$ cat src/rtl/seven_segment_pkg.sv
// Shared seven-segment definitions: the active-low {g,f,e,d,c,b,a} glyph table,
// capture FSM states and the anode index helper.
package seven_segment_pkg;

   localparam int MAX_DIGITS = 32;

   localparam logic [6:0] SEG_0 = 7'b1000000;
   localparam logic [6:0] SEG_1 = 7'b1111001;
   localparam logic [6:0] SEG_2 = 7'b0100100;
   localparam logic [6:0] SEG_3 = 7'b0110000;
   localparam logic [6:0] SEG_4 = 7'b0011001;
   localparam logic [6:0] SEG_5 = 7'b0010010;
   localparam logic [6:0] SEG_6 = 7'b0000010;
   localparam logic [6:0] SEG_7 = 7'b1111000;
   localparam logic [6:0] SEG_8 = 7'b0000000;
   localparam logic [6:0] SEG_9 = 7'b0011000;
   localparam logic [6:0] SEG_A = 7'b0001000;
   localparam logic [6:0] SEG_B = 7'b0000011;
   localparam logic [6:0] SEG_C = 7'b0100111;
   localparam logic [6:0] SEG_D = 7'b0100001;
   localparam logic [6:0] SEG_E = 7'b0000110;
   localparam logic [6:0] SEG_F = 7'b0001110;

   localparam logic [6:0] SEG_TABLE [16] = '{
      SEG_0, SEG_1, SEG_2, SEG_3, SEG_4, SEG_5, SEG_6, SEG_7,
      SEG_8, SEG_9, SEG_A, SEG_B, SEG_C, SEG_D, SEG_E, SEG_F
   };

   typedef enum logic {
      SETTLE,
      HELD
   } capture_state_t;

   // Position of the low bit; only meaningful when exactly one bit is low.
   function automatic int unsigned onehot_low_index(input logic [MAX_DIGITS-1:0] anodesPadded);
      int unsigned idx;
      idx = 0;
      for (int i = 0; i < MAX_DIGITS; i++) begin
         if (!anodesPadded[i]) begin
            idx = i;
         end
      end
      return idx;
   endfunction

endpackage

$ cat src/rtl/seven_segment_encode.sv
// Reverse glyph lookup: 7-bit active-low segment pattern to {valid, nibble}.
module seven_segment_encode
   import seven_segment_pkg::*;
(
   input  logic [6:0] i_pattern,
   output logic       o_valid,
   output logic [3:0] o_nibble
);

   always_comb begin
      o_valid  = 1'b0;
      o_nibble = 4'h0;
      for (int i = 0; i < 16; i++) begin
         if (i_pattern == SEG_TABLE[i]) begin
            o_valid  = 1'b1;
            o_nibble = 4'(i);
         end
      end
   end

endmodule

$ cat src/rtl/seven_segment_capture.sv
// Recovers hex digits from a multiplexed seven-segment bus after a stability window.
// Define SEVEN_SEGMENT_CAPTURE_TIMEOUT_EN to add per-digit refresh timeouts.
module seven_segment_capture
   import seven_segment_pkg::*;
#(
   parameter int NUM_DIGITS    = 4,
   parameter int STABLE_CYCLES = 4
`ifdef SEVEN_SEGMENT_CAPTURE_TIMEOUT_EN
   ,
   parameter int TIMEOUT_CYCLES = 1_000_000
`endif
)(
   input  logic                          clk,
   input  logic                          reset,
   input  logic [6:0]                    segments,
   input  logic [NUM_DIGITS-1:0]         anodes,
   input  logic                          clearError,
   output logic [4*NUM_DIGITS-1:0]       digits,
   output logic [NUM_DIGITS-1:0]         digitValid,
   output logic                          update,
   output logic [((NUM_DIGITS > 1) ? $clog2(NUM_DIGITS) : 1)-1:0] updateIndex,
   output logic                          patternError,
   output logic                          anodeError
);

   localparam int IDX_W    = (NUM_DIGITS > 1) ? $clog2(NUM_DIGITS) : 1;
   localparam int SAMPLE_W = NUM_DIGITS + 7;
   localparam logic [7:0] STABLE_COUNT = 8'(STABLE_CYCLES);

   logic [SAMPLE_W-1:0]   w_busNow;
   logic [SAMPLE_W-1:0]   r_sample;
   logic [7:0]            r_count;
   logic [7:0]            w_countNext;
   logic                  w_same;
   logic                  w_evaluate;
   capture_state_t        r_state;
   capture_state_t        w_stateNext;

   logic                  r_evalPending;
   logic [NUM_DIGITS-1:0] r_evalAnodes;
   logic [6:0]            r_evalSeg;

   logic [MAX_DIGITS-1:0] w_anodesPadded;
   logic                  w_blank;
   logic                  w_oneHot;
   logic                  w_encValid;
   logic [3:0]            w_encNibble;
   logic [IDX_W-1:0]      w_index;
   logic                  w_capture;
   logic                  w_setPattern;
   logic                  w_setAnode;

   assign w_busNow    = {anodes, segments};
   assign w_same      = (w_busNow == r_sample);
   assign w_countNext = !w_same                  ? 8'd1 :
                        (r_count == STABLE_COUNT) ? r_count :
                                                    r_count + 8'd1;

   // The sample register starts blank so a driven bus after reset counts as a change.
   always_ff @(posedge clk) begin
      if (reset) begin
         r_sample <= '1;
         r_count  <= 8'd0;
      end else begin
         r_sample <= w_busNow;
         r_count  <= w_countNext;
      end
   end

   always_ff @(posedge clk) begin
      if (reset) begin
         r_state <= SETTLE;
      end else begin
         r_state <= w_stateNext;
      end
   end

   always_comb begin
      w_stateNext = r_state;
      w_evaluate  = 1'b0;
      case (r_state)
         SETTLE: begin
            if (w_same && (w_countNext == STABLE_COUNT)) begin
               w_evaluate  = 1'b1;
               w_stateNext = HELD;
            end
         end
         HELD: begin
            if (!w_same) begin
               w_stateNext = SETTLE;
            end
         end
         default: w_stateNext = SETTLE;
      endcase
   end

   // The evaluated window is staged one cycle so outputs land on the following edge.
   always_ff @(posedge clk) begin
      if (reset) begin
         r_evalPending <= 1'b0;
         r_evalAnodes  <= '1;
         r_evalSeg     <= '1;
      end else begin
         r_evalPending <= w_evaluate;
         r_evalAnodes  <= r_sample[SAMPLE_W-1:7];
         r_evalSeg     <= r_sample[6:0];
      end
   end

   always_comb begin
      w_anodesPadded                 = '1;
      w_anodesPadded[NUM_DIGITS-1:0] = r_evalAnodes;
   end

   assign w_blank  = &r_evalAnodes;
   assign w_oneHot = $onehot(~r_evalAnodes);
   assign w_index  = IDX_W'(onehot_low_index(w_anodesPadded));

   seven_segment_encode u_encode (
      .i_pattern (r_evalSeg),
      .o_valid   (w_encValid),
      .o_nibble  (w_encNibble)
   );

   assign w_capture    = r_evalPending && w_oneHot && w_encValid;
   assign w_setPattern = r_evalPending && w_oneHot && !w_encValid;
   assign w_setAnode   = r_evalPending && !w_blank && !w_oneHot;

`ifdef SEVEN_SEGMENT_CAPTURE_TIMEOUT_EN
   localparam int AGE_W = $clog2(TIMEOUT_CYCLES + 1);
   localparam logic [AGE_W-1:0] AGE_LIMIT = AGE_W'(TIMEOUT_CYCLES);
   logic [AGE_W-1:0] r_age [NUM_DIGITS];
`endif

   always_ff @(posedge clk) begin
      if (reset) begin
         digits       <= '0;
         digitValid   <= '0;
         update       <= 1'b0;
         updateIndex  <= '0;
         patternError <= 1'b0;
         anodeError   <= 1'b0;
`ifdef SEVEN_SEGMENT_CAPTURE_TIMEOUT_EN
         for (int i = 0; i < NUM_DIGITS; i++) begin
            r_age[i] <= '0;
         end
`endif
      end else begin
         update       <= w_capture;
         patternError <= w_setPattern | (patternError & ~clearError);
         anodeError   <= w_setAnode | (anodeError & ~clearError);
         if (w_capture) begin
            digits[4*w_index +: 4] <= w_encNibble;
            digitValid[w_index]    <= 1'b1;
            updateIndex            <= w_index;
         end
`ifdef SEVEN_SEGMENT_CAPTURE_TIMEOUT_EN
         // A capture on the timeout cycle keeps the digit valid.
         for (int i = 0; i < NUM_DIGITS; i++) begin
            if (w_capture && (w_index == IDX_W'(i))) begin
               r_age[i] <= '0;
            end else if (r_age[i] != AGE_LIMIT) begin
               r_age[i] <= r_age[i] + AGE_W'(1);
               if ((r_age[i] + AGE_W'(1)) == AGE_LIMIT) begin
                  digitValid[i] <= 1'b0;
               end
            end
         end
`endif
      end
   end

endmodule
$ cat config.mk
export PLATFORM = sky130hd
export DESIGN_NAME = seven_segment_capture
export DESIGN_NICKNAME = d
export VERILOG_FILES = /design/src/rtl/seven_segment_pkg.sv /design/src/rtl/seven_segment_encode.sv /design/src/rtl/seven_segment_capture.sv
export SDC_FILE = /design/constraint.sdc
export NUM_CORES = 1
export LEC_CHECK = 0
export CORE_AREA = 2 2 74 76
export DETAILED_ROUTE_END_ITERATION = 10
export DIE_AREA = 0 0 76 78
export GPL_TIMING_DRIVEN = 0
export PLACE_DENSITY = 0.83
export SLEW_MARGIN = 20
export SYNTH_ARGS = -nofsm -noshare
export SYNTH_HDL_FRONTEND = slang
export SYNTH_SLANG_ARGS = --single-unit
$ cat constraint.sdc
create_clock -name clk -period 7.7 [get_ports clk]
set_clock_uncertainty 0.1 [all_clocks]
set_input_delay 1.925 -clock clk [delete_from_list [all_inputs] [get_ports clk]]
set_output_delay 1.925 -clock clk [all_outputs]
set_load 0.01 [all_outputs]
==> impl_results.md, run 1 <==
* DIE AREA at 5930 um^2
* Vias in the first global route at 2297
* Pin count of the biggest net entering global routing at 11
* CP Capture Type: register
* GRT Residual Overflow at 0
* WP data required at 7.87 ns
* Post-Layout Cell Count at about 430
* First-pass GRT wire length at 10.3 mm
* Startpoint types: input port
* Num CTS Buffers at 9
* Count of cell types in the netlist at 64
* Tot GR Track Use at 0.215
* Post-synth top cells: dfxtp_1, nand2_1, or2_2
* RSZ-0062 raised after global routing: false
* Post-Place Cells at approximately 410
* Place WS at 3.68 ns
* Area Overhead vs Synth at 23.4%
* Worst-Skew Late Latency at roughly 0.33 ns
* Clock root cell: clkbuf_8
* Pleak at between 1 and 1.5 nW
* Avg Inst Size Synth at around 9.7 um^2
* Die Y at approximately 78 um
* Min cycle time layout at 3.60 ns
* Sequential share of the synthesized area at 0.389
* Final worst path period share at 0.468
* Number of max-cap violations at 0
* Die width at approximately 76 um
* DR WL/cell at 13.9 um
* DRC violations left at 0
* WL final at 5.90 mm
* FFs w/ async S/R, synth at 0
* CTS tree: built
* Row Count at 26
* Final Worst Setup Slack at between 4 and 5 ns
* Post-synth top area share at 0.389
* Layout net count at 380
* Least-Margin Pin Slew at roughly 0.78 ns
* Synth Net Count at 331
* Antenna fix cells at 0
* Setup tns final at 0 ns
* Yosys top cell by area: dfxtp_1
* Final Hold Fails at 0
* HP Class: register to register
* Final Max Slew Viols at 0
* Most common cell in the netlist: dfxtp_1
* Drt first pass iters at 4
* Initial DRC count at 183
* Yosys reg bits at 57
* GR Layer Usage met3 at 0.0430
* P per Cell Area at roughly 180 nW/um^2
* Grt met1 use at 0.249
* Synthesized cell area at 2930 um^2
* I/O Buffers at 38
* Yosys warning count at 0
* Grt met2 use at 0.385
* Post-DRT Antenna Nets at 0
* H-tree depth at 3
* Hold buffers post-CTS at 0
* Via count at 2366
* Main flop type after synthesis: dfxtp_1
* Placer Congestion at 0.914
* CTS max path bufs at 2
* Clock sinks at 57
* Worst setup path class: input port to register
* Layout cell share with drive strength beyond 1 at 0.183
* Post-CTS sizing at 0
* Ranking of synthesized cells by area: dfxtp_1, ha_1, or2_2
* Maximum fanout along the worst path at 6
* GRT busiest layer: met2
* Core footprint at 5040 um^2
* Status: finished clean
* Finish-stage setup viols at 0
* Postcts setup bufs at 0
* Initial antenna violation count at 0
* Drt via density at ~5.6
* F_max at ~280 MHz
* Post-synth EDFFs at 0
* Max rail drop VDD at about 0.00014 V
* Initial Utilization at 0.581
* Slew margin rel. at 0.472
* Cells after Synth at a little over 300
* Dpl hpwl at 4.33 mm
* Critical Path AT at between 3 and 4 ns
* Clock-pin slew on the worst setup and hold paths at about 0.060 ns
* Top Ports at 39
==> kinds of logic after synthesis <==
kind of cell | count (synthesis) | share of synthesized area
buffers and inverters | 25 | 0.0393
adder cells (fa/ha/maj) | 14 | 0.0623
multiplexers | 13 | 0.0444
XOR/XNOR | 21 | 0.0653
AND/OR/NAND/NOR | 120 | 0.234
AO/OA/AOI/OAI | 53 | 0.165
flip-flops | 57 | 0.389
==> per-stage QoR <==
stage,hold WS (ns),cell area (um^2),util,total power [mW]
after global placement,0.309,3400,0.674,0.358
after floorplan,0.299,2930,-,0.343
after CTS,0.329,3610,0.717,0.661
after detailed placement,0.307,3400,0.674,0.360
after global routing,0.325,3610,0.717,0.680
final,0.333,3610,0.717,0.658
==> flip-flops by register name, summed over array words and instances, names as in the netlist <==
signal,flops
r_sample,11
digitValid,4
r_count,8
updateIndex,2
anodeError,1
r_evalAnodes,4
patternError,1
update,1
digits,16
r_evalPending,1
r_state,1
r_evalSeg,7
==> path summary, 6_finish.rpt <==
kind                        start             to  slack, ns  cells after the start
hold reg to reg           r_state  r_evalPending       0.33                      1
setup reg to reg  r_evalAnodes[0]     digits[12]       4.74                     10
hold / removal            r_state  r_evalPending       0.33                      1
setup / recovery      segments[0]     r_count[3]       4.10                      6
==> cell usage in the layout (no fill, tap or decap), types with 2 or more instances in the layout <==
cell type / n
o21ai_0: 9
clkbuf_1: 6
a21oi_1: 5
nor4_1: 3
xnor2_1: 5
nand3_1: 7
xor2_1: 15
o31ai_2: 2
inv_1: 11
or2_2: 23
mux2i_1: 13
clkbuf_8: 11
a22o_1: 4
bufinv_16: 2
nand2b_1: 5
dfxtp_1: 57
a31oi_4: 3
nand3b_1: 2
nand2_1: 29
nand4_1: 9
o311ai_0: 2
nor3_1: 4
and2_1: 4
ha_1: 13
o211a_1: 2
o21ai_1: 6
buf_2: 5
nor3b_1: 2
buf_6: 2
clkdlybuf4s50_1: 38
nor2b_1: 5
nor2_1: 14
or3_1: 2
==> worst max-delay path, stage by stage <==
cell and delay (ns):
clkdlybuf4s50_1 0.43, xor2_1 0.16, nor4_1 0.51, nand4_1 0.35, nand2b_1 0.29, nor2_1 0.11
==> where the power goes <==
group | internal (mW) | switching, mW | leakage (nW)
Combinational | 0.0229 | 0.0260 | 0.752
Sequential | 0.301 | 0.00455 | 0.465
Clock | 0.196 | 0.108 | 0.111
==> metal layers <==
| metal | up-vias | part of all wire |
|---|---|---|
| li1 | 1159 | - |
| met1 | 1132 | 0.44 |
| met2 | 64 | 0.51 |
| met3 | 11 | 0.037 |
| met4 | 0 | 0.021 |
| met5 | - | 0 |
==> final cells by class <==
| cell class | count | area (um^2) |
|---|---|---|
| Fill cell | 371 | 1430 |
| Multi-Input combinational cell | 221 | 1670 |
| Tap cell | 70 | 87.6 |
| Inverter | 12 | 45.0 |
| Sequential cell | 57 | 1140 |
| Clock buffer | 11 | 151 |
| Buffer | 13 | 70.1 |
| Clock inverter | 3 | 65.1 |
| Timing Repair Buffer | 38 | 380 |
Power figures use the tool's default switching activity.
==> run 2: changes to the inputs <==
--- a/config.mk
+++ b/config.mk
@@ -5,11 +5,11 @@
 export SDC_FILE = /design/constraint.sdc
 export NUM_CORES = 1
 export LEC_CHECK = 0
-export CORE_AREA = 2 2 74 76
+export CORE_AREA = 2 2 76 78
 export DETAILED_ROUTE_END_ITERATION = 10
-export DIE_AREA = 0 0 76 78
+export DIE_AREA = 0 0 78 80
 export GPL_TIMING_DRIVEN = 0
-export PLACE_DENSITY = 0.83
+export PLACE_DENSITY = 0.79
 export SLEW_MARGIN = 20
 export SYNTH_ARGS = -nofsm -noshare
 export SYNTH_HDL_FRONTEND = slang
==> constraint.sdc (replaced) <==
create_clock -name clk -period 3.55 [get_ports clk]
set_clock_uncertainty 0.1 [all_clocks]
set_input_delay 0.8875 -clock clk [delete_from_list [all_inputs] [get_ports clk]]
set_output_delay 0.8875 -clock clk [all_outputs]
set_load 0.01 [all_outputs]
==> run 2 against run 1 <==
  * Global-route usage decreased by 1.9 points
  * Utilization decreased by 5.6 points
  * Sequential cell count unchanged
  * Die area increased by 5.3%
  * Power increased by 95%
  * Largest cell class unchanged
  * Clock-buffer cell count decreased by 2
  * Cell count increased by 0.94%
  * Via count decreased by 3.6%
==> impl_results.md, run 2 (synthesis gave the netlist of run 1 again) <==
* Status: finished clean
* Core footprint at 5410 um^2 (+7.2%)
* WL final at 5.58 mm (-5.4%)
* Vias in the first global route at 2125 (-7.5%)
* GRT Residual Overflow at 0 (unchanged)
* Critical path's top delay family: adder cells
* Row Count at 27 (+3.8%)
* Commonest non-fill, non-tap cells in the layout: dfxtp_1, clkdlybuf4s50_1, nand2_1
* Startpoint types: register
* Postcts setup bufs at 0 (unchanged)
* Fillers at 467 (+26%)
* Top Ports at 39 (unchanged)
* CTS tree: built
* Post-DRT Antenna Nets at 0 (unchanged)
* Maximum fanout along the worst path at 10 (+4)
* Min cycle time layout at 2.88 ns
* Critical Path AT at 3.05 ns (-0.72 ns)
* Finish-stage setup viols at 0 (unchanged)
* Register Area at 1140 um^2 (unchanged)
* Worst setup path class: register to register
* DRC violations left at 0 (unchanged)
* Crit path top cell by count: ha_1
* Clock root cell: clkbuf_8
* Largest registers: digits: 16 flops, r_sample: 11 flops, r_count: 8 flops
* Max rail drop VDD at 0.000311 V (+110%)
* Area Overhead vs Synth at 21.9%
* Setup tns final at 0 ns (unchanged)
* Tot GR Track Use at 0.196 (-0.0192)
* Reg power frac at 0.516 (+0.052)
* Slew margin rel. at 0.488 (+0.0160)
* Worst stage delay on the critical path at 0.53 ns (+0.02 ns)
* Final worst path period share at 0.812
* RSZ-0062 raised after global routing: false
* DR WL/cell at 13.0 um (-6.3%)
* Drt via density at 5.32 (-4.5%)
* Worst-Skew Late Latency at 0.33 ns (about the same)
* Max reg flops at 16 (unchanged)
* Initial DRC count at 140 (-23%)
* Hold buffers post-CTS at 0 (unchanged)
* Pin count of the biggest net entering global routing at 12 (+1)
* P per Cell Area at 359 nW/um^2 (+97%)
* Via count at 2281 (-3.6%)
* Power after layout at 1.28 mW (+95%)
* HP Class: register to register
* CP Capture Type: register
* Die Y at 80 um (+2.6%)
* Critical path cell sequence: fa_1 > inv_1 > ha_1 > ha_1 > nor3b_1 > and2_1 > clkbuf_1 > nand2_1 > a31oi_4 > mux2i_1
* I/O Buffers at 38 (unchanged)
* Dpl hpwl at 4.31 mm (-0.38%)
* Drt first pass iters at 5 (+1)
* Antenna fix cells at 0 (unchanged)
* F_max at between 300 and 400 MHz
* Initial antenna violation count at 0 (unchanged)
* Worst Path Buf+Inv at 2 (+1)
* Layout cell share with drive strength beyond 1 at 0.188 (+0.00458)
* Area of the multi-input gates at 1670 um^2 (unchanged)
* P_int at 0.952 mW (+83%)
* Commonest non-fill, non-tap cell in the layout: dfxtp_1
* Clock-pin slew on the worst setup and hold paths at 0.07 ns (about the same)
* Clock Power Share at 0.402 (-0.060)
* Die width at 78 um (+2.6%)
* Sw power at 0.330 mW (+140%)
* Clock sinks at 57 (unchanged)
* Gate power share at 0.082 (+0.008)
* Final Max Slew Viols at 0 (unchanged)
* DIE AREA at 6240 um^2 (+5.3%)
* Num CTS Buffers at 9 (unchanged)
* First-pass GRT wire length at 9.52 mm (-7.9%)
* Pleak at 1.30 nW (-2.2%)
* Initial Utilization at 0.542 (-0.0390)
* H-tree depth at 3 (unchanged)
* Switch share at 0.258 (+0.0468)
* Placer Congestion at 0.882 (-3.4%)
* Slowest CP cell: fa_1
* WP data required at 3.72 ns (-4.15 ns)
* Post-CTS sizing at 0 (unchanged)
* Layout net count at 380 (unchanged)
* Most flops, register: digits
* CTS max path bufs at 2 (unchanged)
* Least-Margin Pin Slew at 0.757 ns (-0.0237 ns)
* Final Hold Fails at 0 (unchanged)
* Number of max-cap violations at 0 (unchanged)
## run 2: metrics by stage
step                      area, um^2  hold slack, ns  setup slack [ns]  std cells   util
after floorplan                 2930           0.299             0.889        303      -
after global placement          3400           0.309             0.621        413  0.629
after detailed placement        3400           0.314             0.574        413  0.629
after CTS                       3570           0.323             0.655        429  0.661
after global routing            3570           0.343             0.456        429  0.661
final                           3570           0.321             0.667        429  0.661
## run 2: power groups by stage
stage          combinational, mW  clock, mW  sequential (mW)
4_1_cts                    0.106      0.525            0.662
3_5_place_dp               0.105          0            0.676
2_1_floorplan             0.0710          0            0.673
3_3_place_gp               0.102          0            0.675
5_1_grt                    0.117      0.566            0.663
6_report                   0.105      0.516            0.662
## run 2: final timing paths
check / cells past startpoint / startpoint / slack (ns) / end
max: 10 / r_evalAnodes[0] / 0.67 / digits[13]
min: 1 / r_state / 0.32 / r_evalPending
max reg2reg: 10 / r_evalAnodes[0] / 0.67 / digits[13]
min reg2reg: 1 / r_state / 0.32 / r_evalPending
## run 2: routing by layer
layer / track usage / up-vias / part of all wire
met1: 0.231 / 1044 / 0.44
met4: 0.0807 / 0 / 0.020
met5: 0 / - / 0
li1: - / 1162 / -
met3: 0.0554 / 13 / 0.048
met2: 0.334 / 62 / 0.49
## run 2: layout make-up
| cell class | count | area share |
|---|---|---|
| buffer | 13 | 0.0196 |
| clock buffer | 9 | 0.0347 |
| clock inverter | 7 | 0.0130 |
| inverter | 12 | 0.0126 |
| multi-input combinational | 221 | 0.469 |
| sequential | 57 | 0.320 |
| tap | 72 | 0.0252 |
| timing repair buffer | 38 | 0.107 |
